$ cat config.mk
export PLATFORM = sky130hd
export DESIGN_NAME = window_shift_buffer
export DESIGN_NICKNAME = d
export VERILOG_FILES = /design/src/rtl/window_shift_buffer.sv
export SDC_FILE = /design/constraint.sdc
export NUM_CORES = 1
export LEC_CHECK = 0
export CAP_MARGIN = 5
export CORE_MARGIN = 1.5
export CORE_UTILIZATION = 35
export CTS_CLUSTER_SIZE = 25
export DETAILED_ROUTE_END_ITERATION = 6
export PLACE_DENSITY = 0.6
export SKIP_LAST_GASP = 1
export SLEW_MARGIN = 20
export SYNTH_ARGS = -nofsm -noshare
export SYNTH_HDL_FRONTEND = slang
export SYNTH_SLANG_ARGS = --single-unit
$ cat constraint.sdc
create_clock -name clk -period 11.55 [get_ports clk]
set_input_delay 2.8875 -clock clk [delete_from_list [all_inputs] [get_ports clk]]
set_output_delay 2.8875 -clock clk [all_outputs]
set_load 0.02 [all_outputs]
$ cat src/rtl/window_shift_buffer.sv
// Multi-channel circular frame store with a sliding read window walking from the newest frame back.
// Read latency 1 cycle; no backpressure: writes to a full store drop (overflow), pops/reads on empty are ignored (underflow).
module window_shift_buffer #(
  parameter int DEPTH      = 8,
  parameter int DATA_WIDTH = 32,
  parameter int NUM_CH     = 1,
  parameter int WINDOW     = 2
) (
  input  logic                           clk,
  input  logic                           rst_n,
  input  logic                           clr,
  input  logic                           wren,
  input  logic [NUM_CH*DATA_WIDTH-1:0]   i_data,
  input  logic                           pop,
  input  logic                           rden,
  input  logic                           rewind,
  output logic [NUM_CH*DATA_WIDTH-1:0]   o_data,
  output logic                           o_valid,
  output logic                           o_last,
  output logic                           readytoread,
  output logic                           full,
  output logic                           empty,
  output logic [$clog2(DEPTH+1)-1:0]     count,
  output logic                           overflow,
  output logic                           underflow
);

  localparam int FW = NUM_CH * DATA_WIDTH;
  localparam int CW = $clog2(DEPTH + 1);
  localparam int PW = $clog2(DEPTH);
  localparam int AW = PW + 1;

  logic [FW-1:0] mem [DEPTH];
  logic [PW-1:0] wr_ptr;
  logic [CW-1:0] tap;

  logic          wr_acc;
  logic          pop_acc;
  logic          rd_acc;
  logic          wrap;
  logic [CW-1:0] sweep_len;
  logic [CW-1:0] last_tap;
  logic [CW-1:0] cur_tap;
  logic [CW-1:0] rd_tap;
  logic [AW-1:0] addr_sum;
  logic [PW-1:0] rd_addr;

  assign full        = (count == CW'(DEPTH));
  assign empty       = (count == '0);
  assign readytoread = (count >= CW'(WINDOW));

  always_comb begin
    wr_acc    = wren && (!full || pop);
    pop_acc   = pop && !empty;
    rd_acc    = rden && !empty;
    sweep_len = (count < CW'(WINDOW)) ? count : CW'(WINDOW);
    last_tap  = sweep_len - CW'(1);
    cur_tap   = rewind ? '0 : tap;
    // A pop may have shrunk the sweep below the current tap: clamp to the last tap and wrap.
    wrap      = (cur_tap >= last_tap);
    rd_tap    = wrap ? last_tap : cur_tap;
    addr_sum  = AW'(wr_ptr) + AW'(DEPTH - 1) - AW'(rd_tap);
    rd_addr   = (addr_sum >= AW'(DEPTH)) ? PW'(addr_sum - AW'(DEPTH)) : PW'(addr_sum);
  end

  always_ff @(posedge clk) begin
    if (wr_acc && !clr) mem[wr_ptr] <= i_data;
  end

  always_ff @(posedge clk or negedge rst_n) begin
    if (!rst_n) begin
      count     <= '0;
      wr_ptr    <= '0;
      tap       <= '0;
      o_data    <= '0;
      o_valid   <= 1'b0;
      o_last    <= 1'b0;
      overflow  <= 1'b0;
      underflow <= 1'b0;
    end else if (clr) begin
      count     <= '0;
      wr_ptr    <= '0;
      tap       <= '0;
      o_valid   <= 1'b0;
      o_last    <= 1'b0;
      overflow  <= 1'b0;
      underflow <= 1'b0;
    end else begin
      if (wr_acc) wr_ptr <= (wr_ptr == PW'(DEPTH - 1)) ? '0 : wr_ptr + PW'(1);
      case ({wr_acc, pop_acc})
        2'b10:   count <= count + CW'(1);
        2'b01:   count <= count - CW'(1);
        default: ;
      endcase
      o_valid <= rd_acc;
      o_last  <= rd_acc && wrap;
      if (rd_acc) begin
        o_data <= mem[rd_addr];
        tap    <= wrap ? '0 : cur_tap + CW'(1);
      end else if (rewind) begin
        tap <= '0;
      end
      if (wren && full && !pop) overflow <= 1'b1;
      if ((pop || rden) && empty) underflow <= 1'b1;
    end
  end

endmodule

Word-level counts from Yosys, hierarchy flattened. Memories as Yosys holds them, arrays and structs flattened. A register that Yosys moved wholly into a read port is not among the register bits. Cells that the tools add are included. W data, S select, Z words.

Register bits after elaboration: 15. Latch bits: 0. RAM bits: 256. Memory bits (read-only): 0. Input bits: 39. Output and inout bits: 43. Logic and storage cells: 66. Memories kept: 1.

Memories: mem (words 8, bits a word 32, read ports 1, clocked after Yosys merged registers in 1, write ports 1, line 33) `logic [FW-1:0] mem [DEPTH];`.

Add/subtract/negate cells: 8. $mul: 0. Divide/modulo/power cells: 0. Magnitude comparators: 4. Equal/unequal tests: 4. Shifts and indexed selects: 0. Muxes and demuxes: 20. Bitwise operators: 1. Reduce and logical (&&, ||, !) cells: 21.

Operators with widths (number): $mux W4 (7); $mux W3 (4); $add A4 B1 Y4 const B (2); $logic_and A1 B1 Y1 (8); $mux W1 (8); $pmux W4 S2 (1); $sub A4 B1 Y4 const B (2); $reduce_bool A2 Y1 (3); $logic_not A1 Y1 (5); $add A3 B3 Y4 const B (1); $eq A4 B4 Y1 const B (1); $ge A4 B2 Y1 const B (1); $ge A4 B4 Y1 (1); $ge A4 B4 Y1 const B (1); $logic_not A4 Y1 (1); $lt A4 B2 Y1 const B (1); $sub A4 B4 Y4 (1); $add A3 B1 Y3 const B (1); $eq A3 B3 Y1 const B (1); $reduce_bool A3 Y1 (1); $sub A3 B1 Y3 const B (1); $eq A2 B1 Y1 const B (1); $eq A2 B2 Y1 const B (1); $logic_or A1 B1 Y1 (2); other kinds (2) (2).

Depth between registers and ports, before layout. Gate-level depths: netlist (run 1).

Depth in word-level cells: 8. Depth in mapped cells: 19. Mapped depth without buffers: 18.

Least setup slack after synthesis (run 1). Ideal clock, no wire load.

Path kind: in2reg. Start point: in rewind. End point: reg o_data[10] (read register of mem). Setup time: 141 ps. Arrival time: 6013 ps. Data required time: 11409 ps. Path slack: 5396 ps. Stages on the path: 15. Buffers on the path: 2. Cells stage by stage: nand2b_1 ha_1 nand2b_1 a2111o_1 nand2_1 nand2_1 o21ai_0 ha_1 inv_1 fa_1 clkbuf_1 clkbuf_1 mux4_2 o21ai_0 a31oi_1.

Cells in the longest elaborated chain, start to end: 6. Elaborated cells on any way between the ends: 7. Those cells by class: 2 x add/sub; 2 x order compare; 3 x mux.

RTL lines: start: declaration (line 16) `input logic rewind,`; $mux W4 *; $ge A4 B4 Y1 (line 60) `wrap = (cur_tap >= last_tap);`; $mux W4 * (line 61) `rd_tap = wrap ? last_tap : cur_tap;`; $sub A4 B4 Y4 * (line 62) `addr_sum = AW'(wr_ptr) + AW'(DEPTH - 1) - AW'(rd_tap);`; $ge A4 B4 Y1 or $sub A3 B1 Y3 (tied branches) (line 63) `rd_addr = (addr_sum >= AW'(DEPTH)) ? PW'(addr_sum - AW'(DEPTH)) : PW'(addr_sum);`; $mux W3 * (line 63); end: declaration (line 17) `output logic [NUM_CH*DATA_WIDTH-1:0] o_data,`.

Every way passes the cells marked *; elsewhere a longest branch is shown, timed or not. A chain may end at the register's enable or synchronous reset.

Final worst setup path (run 1).
Start point: in rewind. End point: reg o_data[26] (read register of mem).

The elaborated chain is that of the path after synthesis.

==> impl_metrics.env, run 1 <==
export IMPL_cpMaxStageDelayCell="nand3_2"
export IMPL_routabilityCongestion=0.730
export IMPL_row_count=67
export IMPL_power_leakage_nw=4.74
export IMPL_layout_setup_ws_ps=4780
export IMPL_fillers=2940
export IMPL_p_int_mw=2.31
export IMPL_pwr_share_comb=0.289
export IMPL_yosys_area_top_type="edfxtp_1"
export IMPL_finish_utilization=0.427
export IMPL_postSynthAreaPerCell_um2=18.4
export IMPL_seq_area_frac_synth=0.746
export IMPL_p_sw_frac=0.296
export IMPL_yosys_area_top_type_share=0.647
export IMPL_path_class="in2reg"
export IMPL_hold_violations=0
export IMPL_clk_path_buf_depth=3
export IMPL_worst_pin_slew_ps=1040
export IMPL_ys_flop_type="edfxtp_1"
export IMPL_n_antenna_cell=0
export IMPL_hp_class="reg2reg"
export IMPL_start_kind="primary input"
export IMPL_drv_slew=0
export IMPL_via_count=6167
export IMPL_drt_wl_total_um=25900
export IMPL_portBuffers=81
export IMPL_synth_seq_cells=303
export IMPL_cts_tree="built"
export IMPL_cts_hold_fix_buffers=0
export IMPL_synth_cells=646
export IMPL_cp_required_ps=11960
export IMPL_max_stage_delay_ps=890
export IMPL_post_drt_wl_per_cell_um=21.4
export IMPL_clkLatencyLatePin_ps=560
export IMPL_die_area_mm2=0.0351
export IMPL_dp_hpwl_um=13700
export IMPL_numCtsBuffers=31
export IMPL_boundaryPins=82
export IMPL_firstDrtPassIters=5
export IMPL_cts_sinks=303
export IMPL_post_cts_buffers=0
export IMPL_max_slew_margin=0.305
export IMPL_synth_edf_count=256
export IMPL_synth_area_leaders="edfxtp_1 (65%), mux4_2 (12%), dfrtp_1 (9.9%)"
export IMPL_nets=790
export IMPL_arrival_ps=7180
export IMPL_rr_worst_depth=16
export IMPL_holdPathStages=2
export IMPL_remaining_drc_errors=0
export IMPL_antenna_found_initial=1
export IMPL_cts_resized=0
export IMPL_fin_crit_sh=0.586
export IMPL_clockRootBuffer="clkbuf_16"
export IMPL_fin_hold_ws_ps=500
export IMPL_dp_cells=1153
export IMPL_fin_tns_setup_ps=0
export IMPL_area_delta_synth_final_pct=20.2
export IMPL_critPathMaxFanout=32
export IMPL_async_flop_share=0.155
export IMPL_die_y_um=187
export IMPL_end_kind="register"
export IMPL_syn_area_mm2=0.0119
export IMPL_synth_cell_types=35
export IMPL_final_antenna_net_count=0
export IMPL_drive_gt1_frac=0.192
export IMPL_final_cells=1210
export IMPL_vdd_ir_drop_worst_mv=0.134
export IMPL_clock_fmax_ghz=0.148
export IMPL_syn_nets=698
export IMPL_clock_skew_ps=18.3
export IMPL_die_w_um=187
export IMPL_grt_pass1_wl_um=39500
export IMPL_drtIter0Drc=515
export IMPL_grt_pass1_vias=6394
export IMPL_start_util=0.355
export IMPL_fin_crit_ps=6770
export IMPL_p_sw_uw=970
export IMPL_grt_overflow=0
export IMPL_pre_cts_ws_ps=4160
export IMPL_pwr_share_seq=0.406
export IMPL_pwr_density_cell_mw_per_mm2=230
export IMPL_cts_clk_slew_worst_paths_ps=60
export IMPL_grt_usage=0.148
export IMPL_cts_max_level=1
export IMPL_clkPwrFrac=0.304
export IMPL_finalSetupViolCount=0
export IMPL_status="completed"
export IMPL_yosys_warnings=0
export IMPL_vias_per_cell=5.10
export IMPL_grt_max_degree=65
export IMPL_core_area_mm2=0.0334
export IMPL_maxCapViolCount=0
export IMPL_rsz0062_at_grt="no"
export IMPL_crit_chain="clkdlybuf4s50_1, nand2b_1, ha_1, nand2b_1, a2111o_1, nand2_1, nand2_1, o21ai_0, ha_4, inv_1, fa_2, xor2_1, nand3_2, nand3_1, a31oi_1"
-- power groups by stage --
stage | clock network [mW] | logic (mW) | registers (mW)
after detailed placement | 0 | 0.967 | 1.36
after floorplan | 0 | 0.574 | 1.41
after CTS | 1.02 | 0.970 | 1.33
after global placement | 0 | 0.957 | 1.36
after global routing | 1.06 | 1.04 | 1.34
final | 0.998 | 0.948 | 1.33
-- synthesized netlist by cell type, types with 4 or more instances --
library cell,number
a21oi_1,9
a31oi_1,32
buf_2,18
clkbuf_1,14
dfrtp_1,47
edfxtp_1,256
ha_1,11
inv_1,11
mux4_2,64
nand2_1,12
nand2b_1,5
nand3_1,35
nor2_1,51
nor3_1,5
o21ai_0,18
o21ai_1,23
or3_1,4
-- stage by stage --
step                instance area [µm²]  power [mW]
finish                            14300        3.28
global route                      14300        3.44
CTS                               14300        3.33
detailed placement                13300        2.32
global placement                  13300        2.31
floorplan                         11900        1.99
-- layout make-up --
type / instances / area [µm²] / share of cell area
clock buffers: 38 / 812 / 0.0569
multi-input cells: 295 / 2870 / 0.201
flip-flops and latches: 303 / 8860 / 0.621
clock inverters: 19 / 209 / 0.0146
inverters: 12 / 46.3 / 0.00324
repair buffers: 95 / 915 / 0.0641
well taps: 448 / 561 / 0.0393
-- kinds of logic after synthesis --
family	share of synthesized area
fa+ha+maj	0.0150
simple gates	0.0482
mux	0.123
flops	0.746
xor+xnor	0.00369
buf+inv	0.0187
compound gates	0.0452
-- cell usage in the layout (no fill, tap or decap), drive strengths merged, types with 2 or more instances in the layout --
| cell | instances |
|---|---|
| edfxtp | 256 |
| clkdlybuf4s50 | 80 |
| mux4 | 64 |
| nor2 | 51 |
| dfrtp | 47 |
| o21ai | 41 |
| clkbuf | 38 |
| nand3 | 37 |
| a31oi | 32 |
| buf | 15 |
| clkinv | 14 |
| nand2 | 12 |
| inv | 12 |
| ha | 11 |
| a21oi | 10 |
| nand2b | 5 |
| nor3 | 5 |
| or3 | 4 |
| bufinv | 4 |
| nor2b | 3 |
| xor2 | 3 |
| a21o | 3 |
| a22oi | 3 |
| xnor2 | 2 |
| mux2i | 2 |
| fa | 2 |
-- state kept, by name (all words and copies together) (netlist names) --
signal	count
mem	256
o_valid	1
underflow	1
tap	4
o_data	32
o_last	1
wr_ptr	3
count	4
overflow	1
-- worst max-delay path: cells and delay by family --
kind | cells | cell delay (ps)
xor+xnor | 1 | 370
fa+ha+maj | 3 | 790
simple gates | 6 | 1920
buf+inv | 2 | 490
compound gates | 3 | 720
-- final timing paths --
check / endpoint / from / slack (ps)
max in group asynchronous: o_data[21] / rst_n / 8570
setup reg to reg: o_data[26] / count[1] / 6520
min in group asynchronous: overflow / rst_n / 2480
hold / removal: overflow / overflow / 500
setup / recovery: o_data[26] / rewind / 4780
hold reg to reg: overflow / overflow / 500
-- layer usage --
metal  global-route usage  wire, µm  part of all wire  up-vias
met2                0.243     12300              0.47      159
li1                     -         -                 -     2757
met5                    0        14           0.00054        -
met3               0.0251      1410             0.055       31
met4               0.0301       393             0.015        2
met1                0.210     11800              0.46     3218
(Power assumes the default switching activity.)
==> inputs of run 2 (changes only) <==
--- a/config.mk
+++ b/config.mk
@@ -10,7 +10,7 @@
 export CORE_UTILIZATION = 35
 export CTS_CLUSTER_SIZE = 25
 export DETAILED_ROUTE_END_ITERATION = 6
-export PLACE_DENSITY = 0.6
+export PLACE_DENSITY = 0.62
 export SKIP_LAST_GASP = 1
 export SLEW_MARGIN = 20
 export SYNTH_ARGS = -nofsm -noshare
==> constraint.sdc (replaced) <==
create_clock -name clk -period 5.7 [get_ports clk]
set_input_delay 1.425 -clock clk [delete_from_list [all_inputs] [get_ports clk]]
set_output_delay 1.425 -clock clk [all_outputs]
set_load 0.02 [all_outputs]
==> run 2 against run 1 <==
Final area rose by 0.66%; via count down 0.62%; non-clock buffer count rose by 11; largest cell class unchanged.
==> impl_metrics.env, run 2 (synthesized netlist as in run 1, its figures left out) <==
export IMPL_crit_chain="clkdlybuf4s50_1, nand2b_1, ha_1, nand2b_1, a2111o_1, nand2_1, nand2_1, o21ai_0, ha_4, inv_1, fa_2, xor2_1, and3_4, buf_12, o21ai_0, a31oi_1"
export IMPL_antenna_found_initial=2
export IMPL_multiInputGateArea_mm2=0.00287
export IMPL_power_leakage_nw=4.78
export IMPL_hp_class="reg2reg"
export IMPL_grt_pass1_wl_um=39000
export IMPL_finish_utilization=0.430
export IMPL_p_sw_mw=1.95
export IMPL_grt_usage=0.146
export IMPL_grt_max_degree=66
export IMPL_status="completed"
export IMPL_pwr_share_seq=0.411
export IMPL_dp_cells=1164
export IMPL_grt_pass1_vias=6383
export IMPL_cts_tree="built"
export IMPL_clock_skew_ps=14.9
export IMPL_die_area_mm2=0.0351
export IMPL_cts_sinks=303
export IMPL_cts_resized=0
export IMPL_start_kind="primary input"
export IMPL_drtIter0Drc=564
export IMPL_routabilityCongestion=0.701
export IMPL_drive_gt1_frac=0.191
export IMPL_drt_wl_total_um=25400
export IMPL_fillers=2922
export IMPL_nets=801
export IMPL_maxCapViolCount=0
export IMPL_start_util=0.355
export IMPL_pwr_density_cell_mw_per_mm2=457
export IMPL_p_sw_frac=0.296
export IMPL_finalSetupViolCount=0
export IMPL_reg_top3="mem (256), o_data (32)"
export IMPL_worstReg2RegEnd="o_data[18]"
export IMPL_clk_path_buf_depth=3
export IMPL_critPathMaxFanout=19
export IMPL_holdPathEnd="overflow"
export IMPL_area_delta_synth_final_pct=21.0
export IMPL_largest_register="mem"
export IMPL_cpMaxStageDelayCell="clkdlybuf4s50_1"
export IMPL_max_stage_delay_ps=450
export IMPL_core_area_mm2=0.0334
export IMPL_reg2reg_from="count[1]"
export IMPL_vdd_ir_drop_worst_mv=0.300
export IMPL_rr_worst_depth=17
export IMPL_pwr_share_comb=0.302
export IMPL_vias_per_cell=5.02
export IMPL_fin_crit_sh=0.829
export IMPL_final_cell_mix="edfxtp_1 (256), clkdlybuf4s50_1 (80), mux4_2 (64), dfrtp_1 (47), nor2_1 (44)"
export IMPL_rsz0062_at_grt="no"
export IMPL_critPathBufInv=3
export IMPL_post_drt_wl_per_cell_um=20.8
export IMPL_die_y_um=187
export IMPL_register_area_mm2=0.00886
export IMPL_min_from="overflow"
export IMPL_post_cts_buffers=0
export IMPL_numCtsBuffers=31
export IMPL_arrival_ps=5190
export IMPL_fin_tns_setup_ps=0
export IMPL_cp_required_ps=6160
export IMPL_row_count=67
export IMPL_path_class="in2reg"
export IMPL_hold_violations=0
export IMPL_fin_crit_ps=4730
export IMPL_p_int_mw=4.63
export IMPL_holdPathStages=2
export IMPL_cts_clk_slew_worst_paths_ps=60
export IMPL_largest_reg_flops=256
export IMPL_clkLatencyLatePin_ps=550
export IMPL_final_antenna_net_count=0
export IMPL_final_cells=1222
export IMPL_drv_slew=0
export IMPL_cts_max_level=1
export IMPL_portBuffers=81
export IMPL_max_slew_margin=0.413
export IMPL_worst_pin_slew_ps=878
export IMPL_cts_hold_fix_buffers=0
export IMPL_boundaryPins=82
export IMPL_via_count=6129
export IMPL_final_common_cell="edfxtp_1"
export IMPL_clock_fmax_ghz=0.212
export IMPL_clockRootBuffer="clkbuf_16"
export IMPL_die_w_um=187
export IMPL_fin_hold_ws_ps=508
export IMPL_cp_top_family="simple AND/OR/NAND/NOR gates"
export IMPL_remaining_drc_errors=0
export IMPL_clkPwrFrac=0.286
export IMPL_dp_hpwl_um=14300
export IMPL_firstDrtPassIters=7
export IMPL_r2r_slack_ps=1300
export IMPL_end_kind="register"
export IMPL_grt_overflow=0
[run 2: cell types whose count changed in the layout (fill, tap and decap cells not counted)]
| cell | previous run | this run |
|---|---|---|
| buf_6 | 1 | 0 |
| inv_16 | 1 | 0 |
| diode_2 | 0 | 1 |
| buf_12 | 0 | 6 |
| clkbuf_8 | 1 | 3 |
| clkbuf_1 | 6 | 17 |
| bufinv_16 | 4 | 1 |
| buf_4 | 13 | 18 |
| clkinvlp_4 | 1 | 0 |
| buf_16 | 0 | 1 |
| clkinv_2 | 11 | 4 |
| inv_6 | 0 | 1 |
| clkinv_1 | 3 | 1 |
[run 2: per-layer routing]
layer	vias up	routed length [µm]	GRT usage
li1	2779	-	-
met1	3155	11000	0.198
met2	157	12300	0.242
met3	36	1610	0.0317
met4	2	474	0.0307
met5	-	17	0
[run 2: final cells by class]
cell class | instances | area share
multi-input cells | 295 | 0.200
clock buffers | 51 | 0.0613
diodes | 1 | 0.000174
repair buffers | 106 | 0.0758
inverters | 12 | 0.00322
well taps | 448 | 0.0390
clock inverters | 6 | 0.00401
flip-flops and latches | 303 | 0.617
[run 2: how the worst max path moves through the flow]
| stage | from | depth (start not counted) | slack [ps] | to |
|---|---|---|---|---|
| finish | rewind | 16 | 970 | o_data[18] |
| global route | rewind | 16 | 750 | o_data[18] |
| global placement | rewind | 15 | 280 | o_data[18] |
| detailed placement | rewind | 16 | 410 | o_data[18] |
| floorplan | rewind | 15 | 1010 | o_data[10] |
| CTS | rewind | 16 | 980 | o_data[18] |
[run 2: tightest hold or removal path, stage by stage, from the launching register on]
cell and delay, ps:
dfrtp_1 340, a21oi_1 50, nor2_1 80
[run 2: stage by stage]
step	instance area (µm²)	setup slack [ps]	total power, mW
after floorplan	11900	1010	4.03
after global placement	13400	285	4.75
after detailed placement	13400	406	4.77
after CTS	14400	975	6.66
after global routing	14400	748	6.91
final	14400	975	6.57
[run 2: power by group through the flow]
stage	Combinational (mW)	Sequential, mW	Clock [mW]
2_1_floorplan	1.16	2.86	0
3_3_place_gp	2.00	2.75	0
3_5_place_dp	2.02	2.75	0
4_1_cts	2.02	2.71	1.92
5_1_grt	2.17	2.72	2.01
6_report	1.99	2.70	1.88
==> inputs of run 3 (changes only) <==
--- a/config.mk
+++ b/config.mk
@@ -10,7 +10,7 @@
 export CORE_UTILIZATION = 35
 export CTS_CLUSTER_SIZE = 25
 export DETAILED_ROUTE_END_ITERATION = 6
-export PLACE_DENSITY = 0.62
+export PLACE_DENSITY = 0.6
 export SKIP_LAST_GASP = 1
 export SLEW_MARGIN = 20
 export SYNTH_ARGS = -nofsm -noshare
==> constraint.sdc (replaced) <==
create_clock -name clk -period 4.8 [get_ports clk]
set_input_delay 1.2 -clock clk [delete_from_list [all_inputs] [get_ports clk]]
set_output_delay 1.2 -clock clk [all_outputs]
set_load 0.02 [all_outputs]
==> run 3 against run 2 <==
Power grew 21%; highest routed layer unchanged; final cell count grew 0.65%; via count grew 0.96%; combinational power grew 23%; global-route usage grew 0.69 points; critical endpoint is now o_data[4]; clock skew shrank 4.3 ps; routed wire length grew 2.9%.
==> impl_metrics.env, run 3 (synthesized netlist as in run 1, its figures left out) <==
export IMPL_status="completed"
export IMPL_row_count=67
export IMPL_drt_wl_total_um=26100
export IMPL_dpl_cell_area_mm2=0.0135
export IMPL_finalInstanceArea_mm2=0.0145
export IMPL_final_cells=1230
export IMPL_met1_length_um=11300
export IMPL_final_common_cell="edfxtp_1"
export IMPL_core_area_mm2=0.0334
export IMPL_start_kind="primary input"
export IMPL_dp_cells=1172
export IMPL_pwr_share_seq=0.401
export IMPL_cts_sinks=303
export IMPL_reg_top3="mem (256), o_data (32)"
export IMPL_top_layer_used="met5"
export IMPL_grt_max_degree=66
export IMPL_numCtsBuffers=31
export IMPL_end_kind="register"
export IMPL_clkPwrFrac=0.293
export IMPL_r2r_slack_ps=630
export IMPL_grt_pass1_wl_um=40600
export IMPL_via_count=6188
export IMPL_clkLatencyLatePin_ps=550
export IMPL_final_antenna_net_count=0
export IMPL_layout_setup_ws_ps=612
export IMPL_firstDrtPassIters=4
export IMPL_cts_hold_fix_buffers=0
export IMPL_worstReg2RegEnd="o_data[4]"
export IMPL_clockRootBuffer="clkbuf_16"
export IMPL_max_slew_margin=0.479
export IMPL_holdPathEnd="overflow"
export IMPL_fin_hold_ws_ps=503
export IMPL_drv_slew=0
export IMPL_dp_hpwl_um=14600
export IMPL_vias_per_cell=5.03
export IMPL_pre_cts_ws_ps=25.1
export IMPL_largest_register="mem"
export IMPL_hold_violations=0
export IMPL_maxCapViolCount=0
export IMPL_power_mw=7.98
export IMPL_largest_reg_flops=256
export IMPL_min_from="overflow"
export IMPL_die_area_mm2=0.0351
export IMPL_finish_utilization=0.435
export IMPL_holdPathStages=2
export IMPL_fillers=2938
export IMPL_grt_pass1_vias=6510
export IMPL_p_int_mw=5.63
export IMPL_drtIter0Drc=458
export IMPL_fin_tns_setup_ps=0
export IMPL_grt_overflow=0
export IMPL_cts_resized=0
export IMPL_drive_gt1_frac=0.205
export IMPL_critPathMaxFanout=38
export IMPL_post_cts_buffers=0
export IMPL_route_met3_wl_um=1560
export IMPL_vdd_ir_drop_worst_mv=0.314
export IMPL_hp_class="reg2reg"
export IMPL_pwr_share_comb=0.305
export IMPL_arrival_ps=4570
export IMPL_post_drt_wl_per_cell_um=21.2
export IMPL_path_class="in2reg"
export IMPL_start_util=0.355
export IMPL_area_delta_synth_final_pct=22.4
export IMPL_die_y_um=187
export IMPL_p_sw_mw=2.35
export IMPL_rr_worst_depth=16
export IMPL_finalSetupViolCount=0
export IMPL_cts_max_level=1
export IMPL_clock_fmax_ghz=0.239
export IMPL_worst_pin_slew_ps=782
export IMPL_portBuffers=81
export IMPL_routabilityCongestion=0.740
export IMPL_die_w_um=187
export IMPL_n_antenna_cell=0
export IMPL_antenna_found_initial=2
export IMPL_rsz0062_at_grt="no"
export IMPL_cts_clk_slew_worst_paths_ps=60
export IMPL_clock_skew_ps=10.6
export IMPL_cp_startpoint="rewind"
export IMPL_grt_usage=0.153
export IMPL_reg2reg_from="count[1]"
export IMPL_power_leakage_nw=4.86
export IMPL_nets=809
export IMPL_cts_tree="built"
export IMPL_final_cell_mix="edfxtp_1 (256), clkdlybuf4s50_1 (80), mux4_2 (64), dfrtp_1 (47), nor2_1 (44)"
export IMPL_pwr_density_cell_mw_per_mm2=549
export IMPL_fin_crit_ps=4190
export IMPL_boundaryPins=82
export IMPL_fin_crit_sh=0.872
export IMPL_remaining_drc_errors=0
export IMPL_route_met2_wl_um=12900
export IMPL_cp_required_ps=5190
export IMPL_clk_path_buf_depth=3
export IMPL_p_sw_frac=0.295
[run 3: changes by cell type in the layout (fill, tap and decap cells not counted)]
cell	change
clkbuf_1	-9
clkinv_1	+6
buf_4	+3
clkinvlp_4	+1
buf_12	+6
clkinv_4	+1
diode_2	-1
clkbuf_8	-1
clkinv_2	+1
bufinv_16	+2
buf_16	-1
[run 3: worst max path at each step]
stage	to	slack [ps]	depth (start not counted)
after floorplan	o_data[10]	330	15
after global placement	o_data[0]	60	16
after detailed placement	o_data[0]	30	16
after CTS	o_data[4]	580	16
after global routing	o_data[30]	360	20
final	o_data[4]	610	16
[run 3: cell type report]
| type | instances | area, µm² | share of cell area |
|---|---|---|---|
| repair buffers | 114 | 1200 | 0.0828 |
| flip-flops and latches | 303 | 8860 | 0.610 |
| well taps | 448 | 561 | 0.0386 |
| clock buffers | 41 | 833 | 0.0573 |
| multi-input cells | 295 | 2870 | 0.197 |
| clock inverters | 17 | 161 | 0.0111 |
| inverters | 12 | 46.3 | 0.00318 |
[run 3: per-layer routing]
| metal | GRT usage | vias up |
|---|---|---|
| met4 | 0.0279 | 4 |
| met2 | 0.257 | 168 |
| met3 | 0.0296 | 36 |
| li1 | - | 2806 |
| met1 | 0.207 | 3174 |
| met5 | 0 | - |
[run 3: power groups by stage]
| stage | Clock (mW) | Combinational [mW] | Sequential (mW) |
|---|---|---|---|
| after floorplan | 0 | 1.38 | 3.40 |
| after CTS | 2.39 | 2.49 | 3.21 |
| after global placement | 0 | 2.46 | 3.26 |
| final | 2.34 | 2.44 | 3.20 |
| after global routing | 2.49 | 2.66 | 3.23 |
| after detailed placement | 0 | 2.48 | 3.26 |
[run 3: worst max-delay path, stage by stage]
cell             delay, ps
clkdlybuf4s50_1        520
nand2b_1               150
inv_1                   60
ha_1                   260
o21ai_0                 80
nand2b_1               130
nand2_1                 80
buf_4                  160
o21ai_0                300
ha_4                   180
inv_1                   40
fa_2                   590
buf_12                 260
mux4_2                 340
o21ai_1                100
a31oi_1                110
